<file path="config.mk">
export PLATFORM = sky130hd
export DESIGN_NAME = vector_writeback_unit_flat
export DESIGN_NICKNAME = d
export VERILOG_FILES = /design/src/rtl/dragonfang_pkg.sv /design/src/rtl/vector_writeback_unit_if.sv /design/src/rtl/vector_writeback_fifo.sv /design/src/rtl/vector_writeback_unit.sv /design/src/flat_wrapper.sv
export SDC_FILE = /design/constraint.sdc
export NUM_CORES = 1
export LEC_CHECK = 0
export ABC_CLOCK_PERIOD_IN_PS = 4930
export CORE_ASPECT_RATIO = 1.5
export CORE_MARGIN = 3
export CORE_UTILIZATION = 25
export DETAILED_ROUTE_END_ITERATION = 10
export PLACE_DENSITY = 0.49
export SLEW_MARGIN = 20
export SYNTH_ARGS = -nofsm -noshare
export SYNTH_HDL_FRONTEND = slang
export SYNTH_SLANG_ARGS = --single-unit
</file>
<file path="constraint.sdc">
create_clock -name clock -period 4.93 [get_ports clock]
set_input_delay 0.986 -clock clock [delete_from_list [all_inputs] [get_ports clock]]
set_output_delay 0.986 -clock clock [all_outputs]
set_load 0.02 [all_outputs]
</file>
<file path="src/rtl/dragonfang_pkg.sv">
// Shared dragonfang types: the execution-result packet and the writeback buffer entry.
package dragonfang_pkg;

    localparam int VWB_DEPTH  = 4;
    localparam int VWB_ADDR_W = 5;
    localparam int VWB_DATA_W = 128;

    typedef struct packed {
        logic                  valid;
        logic [VWB_ADDR_W-1:0] destination;
        logic [VWB_DATA_W-1:0] data;
    } data_packet_t;

    typedef struct packed {
        logic [VWB_ADDR_W-1:0] destination;
        logic [VWB_DATA_W-1:0] data;
    } vwb_entry_t;

endpackage

</file>
<file path="src/rtl/vector_writeback_unit_if.sv">
// VRF write-port handshake between the writeback unit (master) and the register file (slave).
interface vector_writeback_unit_if
    import dragonfang_pkg::*;
#(
    parameter int ADDR_W = VWB_ADDR_W,
    parameter int DATA_W = VWB_DATA_W
);

    logic              vrf_write_enable;
    logic [ADDR_W-1:0] vrf_write_address;
    logic [DATA_W-1:0] vrf_write_data;
    logic              vrf_write_ready;

    modport master (
        output vrf_write_enable,
        output vrf_write_address,
        output vrf_write_data,
        input  vrf_write_ready
    );

    modport slave (
        input  vrf_write_enable,
        input  vrf_write_address,
        input  vrf_write_data,
        output vrf_write_ready
    );

endinterface

</file>
<file path="src/rtl/vector_writeback_fifo.sv">
// Generic DEPTH x vwb_entry_t FIFO; head entry is read combinationally from registered storage.
module vector_writeback_fifo
    import dragonfang_pkg::*;
#(
    parameter int DEPTH   = VWB_DEPTH,
    parameter int PTR_W   = $clog2(DEPTH),
    parameter int COUNT_W = $clog2(DEPTH) + 1
) (
    input  logic               clock,
    input  logic               reset,
    input  logic               push,
    input  vwb_entry_t         push_entry,
    input  logic               pop,
    output vwb_entry_t         head_entry,
    output logic               full,
    output logic               empty,
    output logic [COUNT_W-1:0] count
);

    vwb_entry_t       storage [DEPTH];
    logic [PTR_W-1:0] write_pointer;
    logic [PTR_W-1:0] read_pointer;
    logic             do_push;
    logic             do_pop;

    assign empty      = (count == '0);
    assign full       = (count == COUNT_W'(DEPTH));
    assign do_pop     = pop && !empty;
    // A full FIFO still accepts a push when the head leaves in the same cycle.
    assign do_push    = push && (!full || do_pop);
    assign head_entry = storage[read_pointer];

    // NOTE: sequential state uses non-blocking assignments so every flop samples pre-edge values.
    always_ff @(posedge clock or posedge reset) begin
        if (reset) begin
            write_pointer <= '0;
            read_pointer  <= '0;
            count         <= '0;
        end else begin
            if (do_push) write_pointer <= write_pointer + 1'b1;
            if (do_pop)  read_pointer  <= read_pointer + 1'b1;
            case ({do_push, do_pop})
                2'b10:   count <= count + 1'b1;
                2'b01:   count <= count - 1'b1;
                default: count <= count;
            endcase
        end
    end

    // NOTE: storage is deliberately not reset; unwritten slots are never visible because empty gates the outputs.
    always_ff @(posedge clock) begin
        if (do_push) storage[write_pointer] <= push_entry;
    end

endmodule

</file>
<file path="src/rtl/vector_writeback_unit.sv">
// Buffers execution results and drains them into the VRF write port; regenerates the bypass packet.
// Optional VWB_CUT_THROUGH_EN: an empty buffer forwards a result straight to a ready VRF port.
module vector_writeback_unit
    import dragonfang_pkg::*;
#(
    parameter int DEPTH           = VWB_DEPTH,
    parameter int ADDR_W          = VWB_ADDR_W,
    parameter int DATA_W          = VWB_DATA_W,
    parameter int STALL_THRESHOLD = DEPTH - 1
) (
    input  logic                           clock,
    input  logic                           reset,
    input  data_packet_t                   result_port,
    vector_writeback_unit_if.master        vrf,
    output data_packet_t                   bypass_port,
    output logic                           stall_request,
    output logic                           overflow_error
);

    localparam int COUNT_W = $clog2(DEPTH) + 1;

    vwb_entry_t         head_entry;
    vwb_entry_t         commit_entry;
    logic               fifo_full;
    logic               fifo_empty;
    logic [COUNT_W-1:0] fifo_count;
    logic               push;
    logic               pop;
    logic               write_valid;
    logic               commit;
    logic               dropped;

    vector_writeback_fifo #(
        .DEPTH (DEPTH)
    ) u_fifo (
        .clock      (clock),
        .reset      (reset),
        .push       (push),
        .push_entry ('{destination: result_port.destination, data: result_port.data}),
        .pop        (pop),
        .head_entry (head_entry),
        .full       (fifo_full),
        .empty      (fifo_empty),
        .count      (fifo_count)
    );

    // NOTE: every always_comb output gets a default first so no path can infer a latch.
    always_comb begin
        commit_entry = head_entry;
        write_valid  = !fifo_empty;
        push         = result_port.valid;
`ifdef VWB_CUT_THROUGH_EN
        if (fifo_empty && result_port.valid) begin
            commit_entry = '{destination: result_port.destination, data: result_port.data};
            write_valid  = 1'b1;
            push         = !vrf.vrf_write_ready;
        end
`endif
    end

    assign pop     = !fifo_empty && vrf.vrf_write_ready;
    assign commit  = write_valid && vrf.vrf_write_ready;
    assign dropped = result_port.valid && fifo_full && !pop;

    assign vrf.vrf_write_enable  = write_valid;
    assign vrf.vrf_write_address = write_valid ? ADDR_W'(commit_entry.destination) : '0;
    assign vrf.vrf_write_data    = write_valid ? DATA_W'(commit_entry.data) : '0;

    assign stall_request = (fifo_count >= COUNT_W'(STALL_THRESHOLD));

    // Bypass is valid only for the cycle after a commit; fields hold afterwards.
    always_ff @(posedge clock or posedge reset) begin
        if (reset) begin
            bypass_port <= '0;
        end else if (commit) begin
            bypass_port <= '{valid: 1'b1, destination: commit_entry.destination, data: commit_entry.data};
        end else begin
            bypass_port.valid <= 1'b0;
        end
    end

    always_ff @(posedge clock or posedge reset) begin
        if (reset)        overflow_error <= 1'b0;
        else if (dropped) overflow_error <= 1'b1;
    end

endmodule

</file>
<file path="src/flat_wrapper.sv">
// flat-port wrapper written by rule: the top's interface ports become plain ports
module vector_writeback_unit_flat import dragonfang_pkg::*;
#(
    parameter int DEPTH           = VWB_DEPTH,
    parameter int ADDR_W          = VWB_ADDR_W,
    parameter int DATA_W          = VWB_DATA_W,
    parameter int STALL_THRESHOLD = DEPTH - 1
)
  (clock, reset, result_port, bypass_port, stall_request, overflow_error, vrf_vrf_write_enable, vrf_vrf_write_address, vrf_vrf_write_data, vrf_vrf_write_ready);
  vector_writeback_unit_if #(.ADDR_W(ADDR_W), .DATA_W(DATA_W)) vrf_i ();
  input  logic clock;
  input  logic reset;
  input  data_packet_t result_port;
  output data_packet_t bypass_port;
  output logic stall_request;
  output logic overflow_error;
  output wire logic [$bits(vrf_i.vrf_write_enable)-1:0] vrf_vrf_write_enable;
  output wire logic [$bits(vrf_i.vrf_write_address)-1:0] vrf_vrf_write_address;
  output wire logic [$bits(vrf_i.vrf_write_data)-1:0] vrf_vrf_write_data;
  input wire logic [$bits(vrf_i.vrf_write_ready)-1:0] vrf_vrf_write_ready;
  assign vrf_vrf_write_enable = vrf_i.vrf_write_enable;
  assign vrf_vrf_write_address = vrf_i.vrf_write_address;
  assign vrf_vrf_write_data = vrf_i.vrf_write_data;
  assign vrf_i.vrf_write_ready = vrf_vrf_write_ready;
  vector_writeback_unit #(.DEPTH(DEPTH), .ADDR_W(ADDR_W), .DATA_W(DATA_W), .STALL_THRESHOLD(STALL_THRESHOLD)) u_core (.clock(clock), .reset(reset), .result_port(result_port), .vrf(vrf_i), .bypass_port(bypass_port), .stall_request(stall_request), .overflow_error(overflow_error));
endmodule
</file>
Word-level counts from Yosys, hierarchy flattened

Memories as Yosys holds them, arrays and structs flattened.
Index checks and enable logic that the tools add are counted.

Muxes and demuxes: 6
Add/sub/neg operators: 4
Reductions and logical operators: 11
Equality and inequality tests: 3
Order comparisons: 1

Operators by type and width:

| cell                | number |
|---|---|
| $mux 128            | 1 |
| $pmux 3 s2          | 1 |
| $logic_and 1x1->1   | 5 |
| $mux 5              | 1 |
| $add 2x1->2 const B | 2 |
| $add 3x1->3 const B | 1 |
| $eq 3x3->1 const B  | 1 |
| $ge 3x2->1 const B  | 1 |
| $logic_not 1->1     | 3 |
| $logic_not 3->1     | 1 |
| $mux 1              | 3 |
| $sub 3x1->3 const B | 1 |
| $eq 2x1->1 const B  | 1 |
| $eq 2x2->1 const B  | 1 |
| $reduce_bool 2->1   | 1 |
| $logic_or 1x1->1    | 1 |

Memory bits (writable): 532
Bits in registers: 142
Memories: 1
Logic and storage cells: 33
Bits of input ports: 137

Memories:

| memory                | words | width | rd ports | clocked after Yosys merged registers in | write ports | line                        | RTL |
|---|---|---|---|---|---|---|---|
| u_core.u_fifo.storage | 4     | 133   | 1        | 0                                       | 1           | vector_writeback_fifo.sv:20 | `vwb_entry_t storage [DEPTH];` |

Depth between registers and ports, before layout

Gate-level depths: netlist of the first run.

Depth after elaboration: 8
Gate-level depth with buffers: 9
Gate-level depth less buffers: 6

By module

A second synthesis of the first run with hierarchy kept.

Cells, all modules: 1188
Area total of the unflattened synthesis: 25861.1 um^2

By module, submodules not included:

| module                | cells each | times used | area an instance (um^2) |
|---|---|---|---|
| vector_writeback_fifo | 752        | 1          | 19663.9 |
| vector_writeback_unit | 436        | 1          | 6197.2 |

Least setup slack after synthesis of the first run

Ideal clock, no wire load.

Kind: input-to-reg
Start point: input port vrf_vrf_write_ready
End point: memory u_core.u_fifo.storage[2][0] in the netlist's numbering, enable pin
Path slack: -184 ps
Data required time: 4422 ps
Buffers on the path: 1
Arrival: 4606 ps
Stages: 4
Cells stage by stage: buf_2 > nor4b_1 > nor2b_1 > and2_1

Cells in the longest elaborated chain, start to end: 6

Ends and longest elaborated chain:

| item                         | line                        | RTL |
|---|---|---|
| start: declaration           | flat_wrapper.sv:20          | `input wire logic [$bits(vrf_i.vrf_write_ready)-1:0] vrf_vrf_write_ready;` |
| $logic_and 1x1->1            | vector_writeback_unit.sv:61 | `assign pop = !fifo_empty && vrf.vrf_write_ready;` |
| $logic_and 1x1->1            | vector_writeback_fifo.sv:28 | `assign do_pop = pop && !empty;` |
| $logic_or 1x1->1             | vector_writeback_fifo.sv:30 | `assign do_push = push && (!full \|\| do_pop);` |
| $logic_and 1x1->1            | vector_writeback_fifo.sv:30 |  |
| $mux 1                       | vector_writeback_fifo.sv:52 | `if (do_push) storage[write_pointer] <= push_entry;` |
| $mux 1 (not written as such) | vector_writeback_fifo.sv:52 |  |
| end: declaration             | vector_writeback_fifo.sv:20 |  |

Every way passes these cells.

Worst setup path after layout of the first run

Start point: register u_core.u_fifo.read_pointer[0]
End point: output port vrf_vrf_write_data[71]

Cells in the longest elaborated chain, start to end: 2

Ends and longest elaborated chain:

| item                     | line                        | RTL |
|---|---|---|
| start: declaration       | vector_writeback_fifo.sv:22 | `logic [PTR_W-1:0] read_pointer;` |
| start signal: assignment | vector_writeback_fifo.sv:41 | `if (do_pop) read_pointer <= read_pointer + 1'b1;` |
| $mem_v2 4x133            | -                           |  |
| $mux 128                 | vector_writeback_unit.sv:67 | `assign vrf.vrf_write_data = write_valid ? DATA_W'(commit_entry.data) : '0;` |
| end: declaration         | flat_wrapper.sv:19          | `output wire logic [$bits(vrf_i.vrf_write_data)-1:0] vrf_vrf_write_data;` |

Every way passes these cells.

==> run_results.csv, run 1 <==
group,metric,value,unit
power_and_ir_drop,pwr-share-clk,0.224,
die,row_count,142,
clock_network,cts.sinks,674,
timing,slew_headroom,0.480,
routing,vias,12800,
timing,setup_violations,0,
die,design.core.area,101000,um2
power_and_ir_drop,ir_worst_vdd,594,uV
clock_network,cts_resized,0,
timing,rsz0062_at_grt,"false",
timing,tightest_slew,0.780,ns
yosys,synthCells,1182,
worst_setup_path,path_max_fanout,24,
yosys,synth_edf_count,532,
yosys,async_flop_share,0.211,
clock_network,cts-hold-fix-buffers,0,
place,place_congestion,0.721,
power_and_ir_drop,power_frac_comb,0.425,
global_route,grt_overflow,0,
die,initial_core_util,0.254,
clock_network,cts_setup_buffers,0,
clock_network,clockBufferDepth,3,
worst_setup_path,cp-end-kind,"primary output",
worst_setup_path,timing.reg2reg.setup_slack,2.44,ns
clock_network,cts-root-buf,"clkbuf_16",
power_and_ir_drop,p_total,23.8,mW
yosys,yosysWarnings,0,
timing,hold_viol,0,
yosys,synth_seq_area_share,0.765,
yosys,yosysUniqueCellTypes,31,
clock_network,worst_skew_pair.late_latency,0.62,ns
clock_network,htreeDepth,3,
final_layout,drive_above_1_share,0.256,
die,pin_count,407,
die,dieArea,106000,um2
power_and_ir_drop,power_switching,8.00,mW
worst_setup_path,cp-start-kind,"flop",
power_and_ir_drop,p_seq_frac,0.351,
final_layout,area_delta_synth_final,32.6,%
yosys,ys_dominant_reg_cell,"edfxtp_1",
timing,max_freq,236,MHz
worst_setup_path,path_class,"flop to primary output",
global_route,grt_pass1_vias,14300,
worst_setup_path,r2r_start,"u_core.u_fifo.count[2]",
routing,drtIter0Drc,600,
die,fp.dieH,397,um
clock_network,path_clk_slew,0.06,ns
place,dp.cells,2867,
place,dp_slack,1.21,ns
yosys,synth_largest_area_cell,"edfxtp_1",
worst_setup_path,worstRegToRegCells,4,
power_and_ir_drop,intPower,15.8,mW
worst_hold_path,hp-class,"flop to flop",
timing,period_needed,4.25,ns
routing,drtAntennaViolNets,0,
worst_setup_path,setup.worst_path.end,"vrf_vrf_write_data[71]",
status,outcome,"complete, no violations",
worst_setup_path,crit_start,"u_core.u_fifo.read_pointer[0]",
global_route,grt_pass1_wl,95500,um
routing,via_per_inst,4.24,
yosys,synth_area,25500,um2
timing,finalWorstSetupSlack,0.684,ns
clock_network,cts_tree,"built",
timing,fin_skew,0.0220,ns
global_route,grt.total_usage,0.122,
global_route,antenna_found_initial,14,
final_layout,layout_common_cells,"edfxtp_1, clkdlybuf4s50_1, dfrtp_1",
die,die_width,267,um
yosys,synth_area_leaders,"edfxtp_1, dfrtp_1, mux4_2, mux2_2, and2_1",
place,io_buffers,406,
timing,slew_violations,0,
run,drv_cap,0,
routing,wirelength,64500,um
timing,finalCritPeriodShare,0.861,
final_layout,fillers,9561,
timing,final.setup.tns,0,ns
power_and_ir_drop,powerDensity,703,nW/um2
worst_setup_path,critPathRequiredTime,3.94,ns
power_and_ir_drop,p_leak,11.4,nW
final_layout,fin_cells,3013,
routing,wl_per_cell,21.4,um
yosys,syn_area_per_cell,21.6,um2
place,dp_hpwl,43600,um
final_layout,final_common_cell,"edfxtp_1",
final_layout,nNetsFinal,1788,
routing,drc,0,
routing,drt-pass1-iter-count,5,
worst_setup_path,crit_arrival,3.26,ns
global_route,grt_max_degree,78,
worst_setup_path,rr_endpoint,"u_core.u_fifo.storage[3][122]",
clock_network,cts-buffers-inserted,73,
yosys,synth_seq_cells,674,
yosys,syn_nets,1324,
yosys,synth_top_area_share,0.626,
power_and_ir_drop,power_switching_share,0.336,
[logic make-up (layout without fill, tap and decap cells)]
| group | after synthesis | in the layout | share of synthesized area |
|---|---|---|---|
| flip-flops | 674 | 674 | 0.765 |
| multiplexers | 268 | 268 | 0.177 |
| AND/OR/NAND/NOR | 151 | 151 | 0.0367 |
| buffers and inverters | 68 | 590 | 0.0136 |
| AO/OA/AOI/OAI | 11 | 11 | 0.00309 |
| adder cells (fa/ha/maj) | 5 | 5 | 0.00275 |
| XOR/XNOR | 5 | 5 | 0.00172 |
| other | 0 | 13 | 0 |
[metrics by stage]
stage,utilization,area (um2),hold slack [ns]
global placement,0.313,31500,0.485
finish,0.337,33800,0.503
global route,0.336,33800,0.523
floorplan,-,25500,0.534
detailed placement,0.313,31500,0.495
CTS,0.336,33800,0.508
[metal layers]
layer / GRT usage / part of all wire / vias to the layer above
met1: 0.130 / 0.36 / 6688
met2: 0.226 / 0.55 / 356
li1: - / - / 5633
met4: 0.0510 / 0.025 / 2
met5: 0 / 0.00019 / -
met3: 0.0314 / 0.058 / 96
[critical path, cell delays in order, from the launching register on]
cell and delay [ns]:
dfrtp_4 0.82, buf_4 0.48, mux4_2 0.57, and2_1 0.19, clkdlybuf4s50_1 0.54
[worst min-delay path by stage]
stage	slack, ns	startpoint	endpoint	cells after the start
after floorplan	0.53	u_core.u_fifo.write_pointer[1]	u_core.u_fifo.write_pointer[1]	1
after global placement	0.49	u_core.overflow_error	u_core.overflow_error	1
after detailed placement	0.49	u_core.bypass_port[81]	u_core.bypass_port[81]	1
after CTS	0.51	u_core.bypass_port[81]	u_core.bypass_port[81]	1
after global routing	0.52	u_core.bypass_port[53]	u_core.bypass_port[53]	1
final	0.50	u_core.bypass_port[107]	u_core.bypass_port[107]	1
[synthesized netlist by cell type (3+ instances only)]
| master | n |
|---|---|
| and2_1 | 137 |
| buf_2 | 32 |
| buf_6 | 7 |
| clkbuf_1 | 23 |
| dfrtp_1 | 142 |
| edfxtp_1 | 532 |
| ha_1 | 4 |
| inv_1 | 6 |
| mux2_2 | 134 |
| mux4_2 | 133 |
| nand2_1 | 3 |
| nor2b_1 | 3 |
| xnor2_1 | 3 |
[power by group through the flow]
| stage | sequential (mW) | clock, mW | combinational (mW) |
|---|---|---|---|
| finish | 8.36 | 5.33 | 10.1 |
| global route | 8.52 | 5.78 | 10.8 |
| CTS | 8.40 | 5.54 | 10.4 |
| detailed placement | 8.51 | 0 | 10.4 |
| global placement | 8.43 | 0 | 10.3 |
| floorplan | 8.98 | 0 | 5.04 |
[layout make-up]
cell class / instances / area, um2 / share of cell area
Timing Repair Buffer: 451 / 4630 / 0.137
Sequential cell: 674 / 19500 / 0.577
Antenna cell: 13 / 32.5 / 0.000961
Multi-Input combinational cell: 440 / 5660 / 0.167
Inverter: 6 / 27.5 / 0.000813
Clock buffer: 91 / 1980 / 0.0584
Clock inverter: 42 / 360 / 0.0106
Tap cell: 1296 / 1620 / 0.0479
[state kept, by name (all words and copies together), names as in the netlist]
signal	count
u_core.u_fifo.count	3
u_core.bypass_port	134
u_core.u_fifo.read_pointer	2
u_core.u_fifo.storage	532
u_core.overflow_error	1
u_core.u_fifo.write_pointer	2
Power figures use the tool's default switching activity.
==> run 2, diff against run 1 <==
- ABC_CLOCK_PERIOD_IN_PS: 4930 -> 3950
- PLACE_DENSITY: 0.49 -> 0.47
- clock period: 4.93 -> 3.95 ns (I/O delays scaled with it)
==> run 2 against run 1 <==
- total power increased by 26%
- clock power increased by 31%
- cell count about the same
- sequential power increased by 23%
- clock skew decreased by 0.0020 ns
- hold slack got worse by 0.027 ns
- critical endpoint is now vrf_vrf_write_data[23]
- highest routed layer unchanged
==> run_results.csv, run 2 (synthesis results as in run 1) <==
group,metric,value,unit
power_and_ir_drop,ir_worst_vdd,439,uV
die,design.core.area,101000,um2
clock_network,cts_resized,0,
global_route,grt_pass1_vias,14100,
final_layout,layout_common_cells,"edfxtp_1, clkdlybuf4s50_1, dfrtp_1",
routing,wl_per_cell,21.3,um
power_and_ir_drop,powerDensity,882,nW/um2
timing,hold_viol,0,
final_layout,regMostFlops,"u_core.u_fifo.storage",
place,place_congestion,0.701,
routing,drt-pass1-iter-count,5,
timing,slew_headroom,0.313,
global_route,grt_max_degree,78,
timing,period_needed,3.72,ns
worst_setup_path,path_class,"flop to primary output",
worst_setup_path,crit_arrival,2.93,ns
clock_network,cts-hold-fix-buffers,0,
global_route,grt_pass1_wl,94700,um
routing,wirelength,64200,um
clock_network,cts-root-buf,"clkbuf_16",
worst_hold_path,min_to,"u_core.overflow_error",
worst_setup_path,r2r_start,"u_core.u_fifo.count[2]",
die,fp.dieH,397,um
final_layout,final_util,0.339,
routing,via_per_inst,4.22,
timing,final.setup.tns,0,ns
clock_network,clockBufferDepth,3,
global_route,grt_overflow,0,
die,initial_core_util,0.254,
worst_setup_path,worstRegToRegCells,5,
die,dieArea,106000,um2
worst_setup_path,cp-start-kind,"flop",
final_layout,final_common_cell,"edfxtp_1",
final_layout,fillers,9511,
timing,max_freq,269,MHz
place,placedInstanceArea,31700,um2
final_layout,drive_above_1_share,0.256,
final_layout,nNetsFinal,1794,
timing,rsz0062_at_grt,"false",
worst_hold_path,holdPathStages,1,
timing,slew_violations,0,
worst_setup_path,timing.reg2reg.setup_slack,1.66,ns
timing,setup_violations,0,
clock_network,worst_skew_pair.late_latency,0.63,ns
clock_network,cts_setup_buffers,0,
timing,tightest_slew,1.03,ns
final_layout,largest_registers,"u_core.u_fifo.storage x532, u_core.bypass_port x134, u_core.u_fifo.count x3",
die,die_width,267,um
status,outcome,"complete, no violations",
final_layout,area_delta_synth_final,33.7,%
timing,fin_skew,0.0200,ns
timing,finalWorstSetupSlack,0.233,ns
worst_setup_path,cp-end-kind,"primary output",
worst_hold_path,hp-class,"flop to flop",
place,dp_slack,0.675,ns
worst_setup_path,path_max_fanout,54,
worst_setup_path,rr_endpoint,"u_core.u_fifo.storage[1][58]",
routing,drtIter0Drc,636,
routing,drc,0,
power_and_ir_drop,p_leak,11.5,nW
die,row_count,142,
place,io_buffers,406,
die,pin_count,407,
clock_network,cts.sinks,674,
final_layout,largest_reg_flops,532,
routing,vias,12700,
clock_network,htreeDepth,3,
routing,drtAntennaViolNets,0,
final_layout,fin_area,34100,um2
run,drv_cap,0,
timing,holdWs,0.476,ns
worst_hold_path,holdCritStartpoint,"u_core.overflow_error",
global_route,antenna_found_initial,17,
clock_network,cts_tree,"built",
worst_setup_path,critPathRequiredTime,3.16,ns
place,dp_hpwl,43600,um
timing,finalCritPeriodShare,0.941,
clock_network,path_clk_slew,0.07,ns
clock_network,cts-buffers-inserted,70,
global_route,grt.total_usage,0.122,
==> run 2: critical path, stage by stage, from the launching register on <==
cell	delay (ns)
dfrtp_4	0.47
buf_12	0.34
mux4_2	0.64
and2_1	0.20
clkdlybuf4s50_1	0.53
==> run 2: per-layer routing <==
metal,vias to the layer above,GRT usage,part of all wire
li1,5629,-,-
met1,6652,0.135,0.38
met2,346,0.223,0.55
met3,89,0.0270,0.050
met4,6,0.0500,0.023
met5,-,0,0.00059
==> run 2: final cells by class <==
cell class                 instances  area [um2]  area share
clock inverter                    36         490      0.0144
timing repair buffer             460        4810       0.141
clock buffer                      91        1930      0.0567
multi-input combinational        440        5660       0.166
sequential                       674       19500       0.573
tap                             1296        1620      0.0475
antenna                           12        30.0    0.000880
inverter                           6        26.3    0.000770
==> run 2: where the power goes <==
part	leakage, nW	internal (mW)	switching (mW)
logic	3.80	6.31	6.50
registers	6.54	9.64	0.672
clock network	1.18	4.20	2.76
==> run 2: how the worst max path moves through the flow <==
stage	slack (ns)	depth (start not counted)	to	start
2_1_floorplan	0.50	4	u_core.u_fifo.storage[0][0]	vrf_vrf_write_ready
3_3_place_gp	0.76	6	u_core.u_fifo.storage[1][55]	vrf_vrf_write_ready
3_5_place_dp	0.68	6	u_core.u_fifo.storage[1][106]	vrf_vrf_write_ready
4_1_cts	0.11	4	vrf_vrf_write_data[94]	u_core.u_fifo.read_pointer[0]
5_1_grt	0.06	4	vrf_vrf_write_data[39]	u_core.u_fifo.read_pointer[0]
6_report	0.23	4	vrf_vrf_write_data[23]	u_core.u_fifo.read_pointer[0]
==> run 2: through the flow <==
step / instances / total power [mW]
CTS: 3003 / 30.8
global placement: 2876 / 23.5
finish: 3015 / 30.1
floorplan: 1182 / 17.5
global route: 3009 / 31.7
detailed placement: 2876 / 23.6
==> RTL edit, RTL diff (config.mk and constraints of run 1) <==
The option `VWB_CUT_THROUGH_EN` is turned on by a define.
--- a/src/rtl/vector_writeback_unit.sv
+++ b/src/rtl/vector_writeback_unit.sv
@@ -1,5 +1,7 @@
 // Buffers execution results and drains them into the VRF write port; regenerates the bypass packet.
 // Optional VWB_CUT_THROUGH_EN: an empty buffer forwards a result straight to a ready VRF port.
+`define VWB_CUT_THROUGH_EN
+
 module vector_writeback_unit
     import dragonfang_pkg::*;
 #(
Behaviour: not the same (Yosys sat finds a counterexample within 4 cycles, from zero or initial values and one cycle with reset high).
==> RTL edit against run 1 <==
  * Worst setup slack got worse by 0.12 ns
  * First-iteration DRC count increased by 51%
  * Sequential power about the same
  * Synthesized area increased by 3.5%
  * Sequential cell count unchanged
  * Clock power increased by 3%
  * Via count increased by 23%
  * Non-clock buffer count increased by 12
  * Routed wire length increased by 14%
  * Utilization decreased by 0.27 points
  * Final area increased by 3.1%
  * Count of clock-buffer cells in the layout decreased by 1
  * Total power increased by 2.6%
  * Highest routed layer is now met4
==> RTL edit: results (changes against run 1) <==
metric;value;unit;change
grt_use_met2;24.4;%;+1.7 points
grt_pass1_wl;110000;um;+15%
outcome;finished clean;;
ys_top_cells_by_area;edfxtp_1, dfrtp_1, mux4_2;;
crit_path_top_delay_cell;clkdlybuf4s50_1;;
fillers;10100;;+6.1%
crit_fanout;49;;+100%
slowest_delay;0.63;ns;-0.19 ns
post-dp-hpwl;47000;um;+7.8%
synthAdderAreaFrac;0.265;%;-0.0093 points
synth_xor_area_share;0.232;%;+0.060 points
met1_usage;15.5;%;+2.5 points
postRouteWirelength;73300;um;+14%
grt_usage;13.3;%;+1.1 points
numCtsBuffers;71;;-2.7%
cp_num_buf_inv;4;;+2
postPlaceCellArea;0.0325;mm2;+3.2%
dp.cells;3377;;+18%
arrival;3.38;ns;+0.12 ns
finClkSkew;0.0207;ns;-0.00128 ns
place_congestion;0.743;;+3.1%
yosys-top-cells-count;edfxtp_1, nand2_1, dfrtp_1;;
netlist_instances;1626;;+38%
synthDistinctLibCells;34;;+9.7%
swShare;35.7;%;+2.1 points
irDropWorstVdd;0.000441;V;-26%
ys_seq_area_share;73.9;%;-2.6 points
muxShareOfSynthArea;11.4;%;-6.3 points
met3_usage;2.50;%;-0.64 points
maxSlewHeadroom;33.8;%;-14 points
post_drt_wl_per_cell;20.9;um;-2.5%
==> RTL edit: cell types whose count changed in the layout (fill, tap and decap cells not counted), moves of 4 or more <==
cell | run 1 | this run
a21oi_1 | 1 | 134
a31oi_1 | 0 | 133
and2_1 | 133 | 0
buf_12 | 18 | 26
buf_4 | 27 | 31
clkinv_2 | 15 | 11
clkinv_4 | 1 | 5
diode_2 | 13 | 2
mux2_2 | 134 | 1
nand2_1 | 2 | 268
nor2_1 | 2 | 136
==> RTL edit: cell type report <==
| type | instances | area share [%] |
|---|---|---|
| timing repair buffer | 463 | 13.8 |
| clock inverter | 40 | 1.22 |
| tap | 1396 | 5.01 |
| antenna | 2 | 0.0143 |
| inverter | 6 | 0.0789 |
| clock buffer | 90 | 5.68 |
| sequential | 674 | 56.0 |
| multi-input combinational | 838 | 18.2 |
==> RTL edit: worst register-to-register path: stages (launching register included) <==
cell,delay (ns)
dfrtp_1,0.67
nor2_1,0.20
a21boi_0,0.77
and2_4,0.57
buf_4,0.42
==> RTL edit: metrics by stage <==
stage | util, % | setup slack, ns
final | 33.4 | 0.565
after global routing | 33.4 | 0.444
after CTS | 33.4 | 0.550
after detailed placement | 31.1 | 0.553
after global placement | 31.1 | 0.598
after floorplan | - | 0.134
==> RTL edit: kinds of logic after synthesis <==
logic type / Yosys count
AOI/OAI and AO/OA: 276
adders and majority gates: 5
muxes: 135
DFF: 674
and+or+nand+nor: 415
buffers and inverters: 114
xor gates and xnor gates: 7
==> RTL edit: per-layer routing <==
layer  vias up  wire length (um)
met5         -                 0
met4         0              1760
met3        97              3080
met2       405             39400
met1      8167             29000
li1       7101                 -
==> RTL edit: power by group through the flow <==
stage / sequential, mW / combinational (mW) / clock (mW)
after global routing: 8.51 / 11.4 / 5.90
after detailed placement: 8.49 / 10.8 / 0
final: 8.35 / 10.6 / 5.48
after CTS: 8.38 / 10.9 / 5.69
after floorplan: 8.95 / 5.28 / 0
after global placement: 8.41 / 10.8 / 0
==> RTL edit: final timing paths <==
path | to | depth (start not counted) | slack, ns | startpoint
min | u_core.overflow_error | 1 | 0.47 | u_core.overflow_error
min in group asynchronous | u_core.bypass_port[2] | 2 | 0.94 | reset
max in group asynchronous | u_core.bypass_port[120] | 3 | 3.02 | reset
min reg2reg | u_core.overflow_error | 1 | 0.47 | u_core.overflow_error
max | vrf_vrf_write_data[60] | 7 | 0.56 | result_port[133]
max reg2reg | u_core.u_fifo.storage[0][127] | 4 | 1.92 | u_core.u_fifo.count[0]
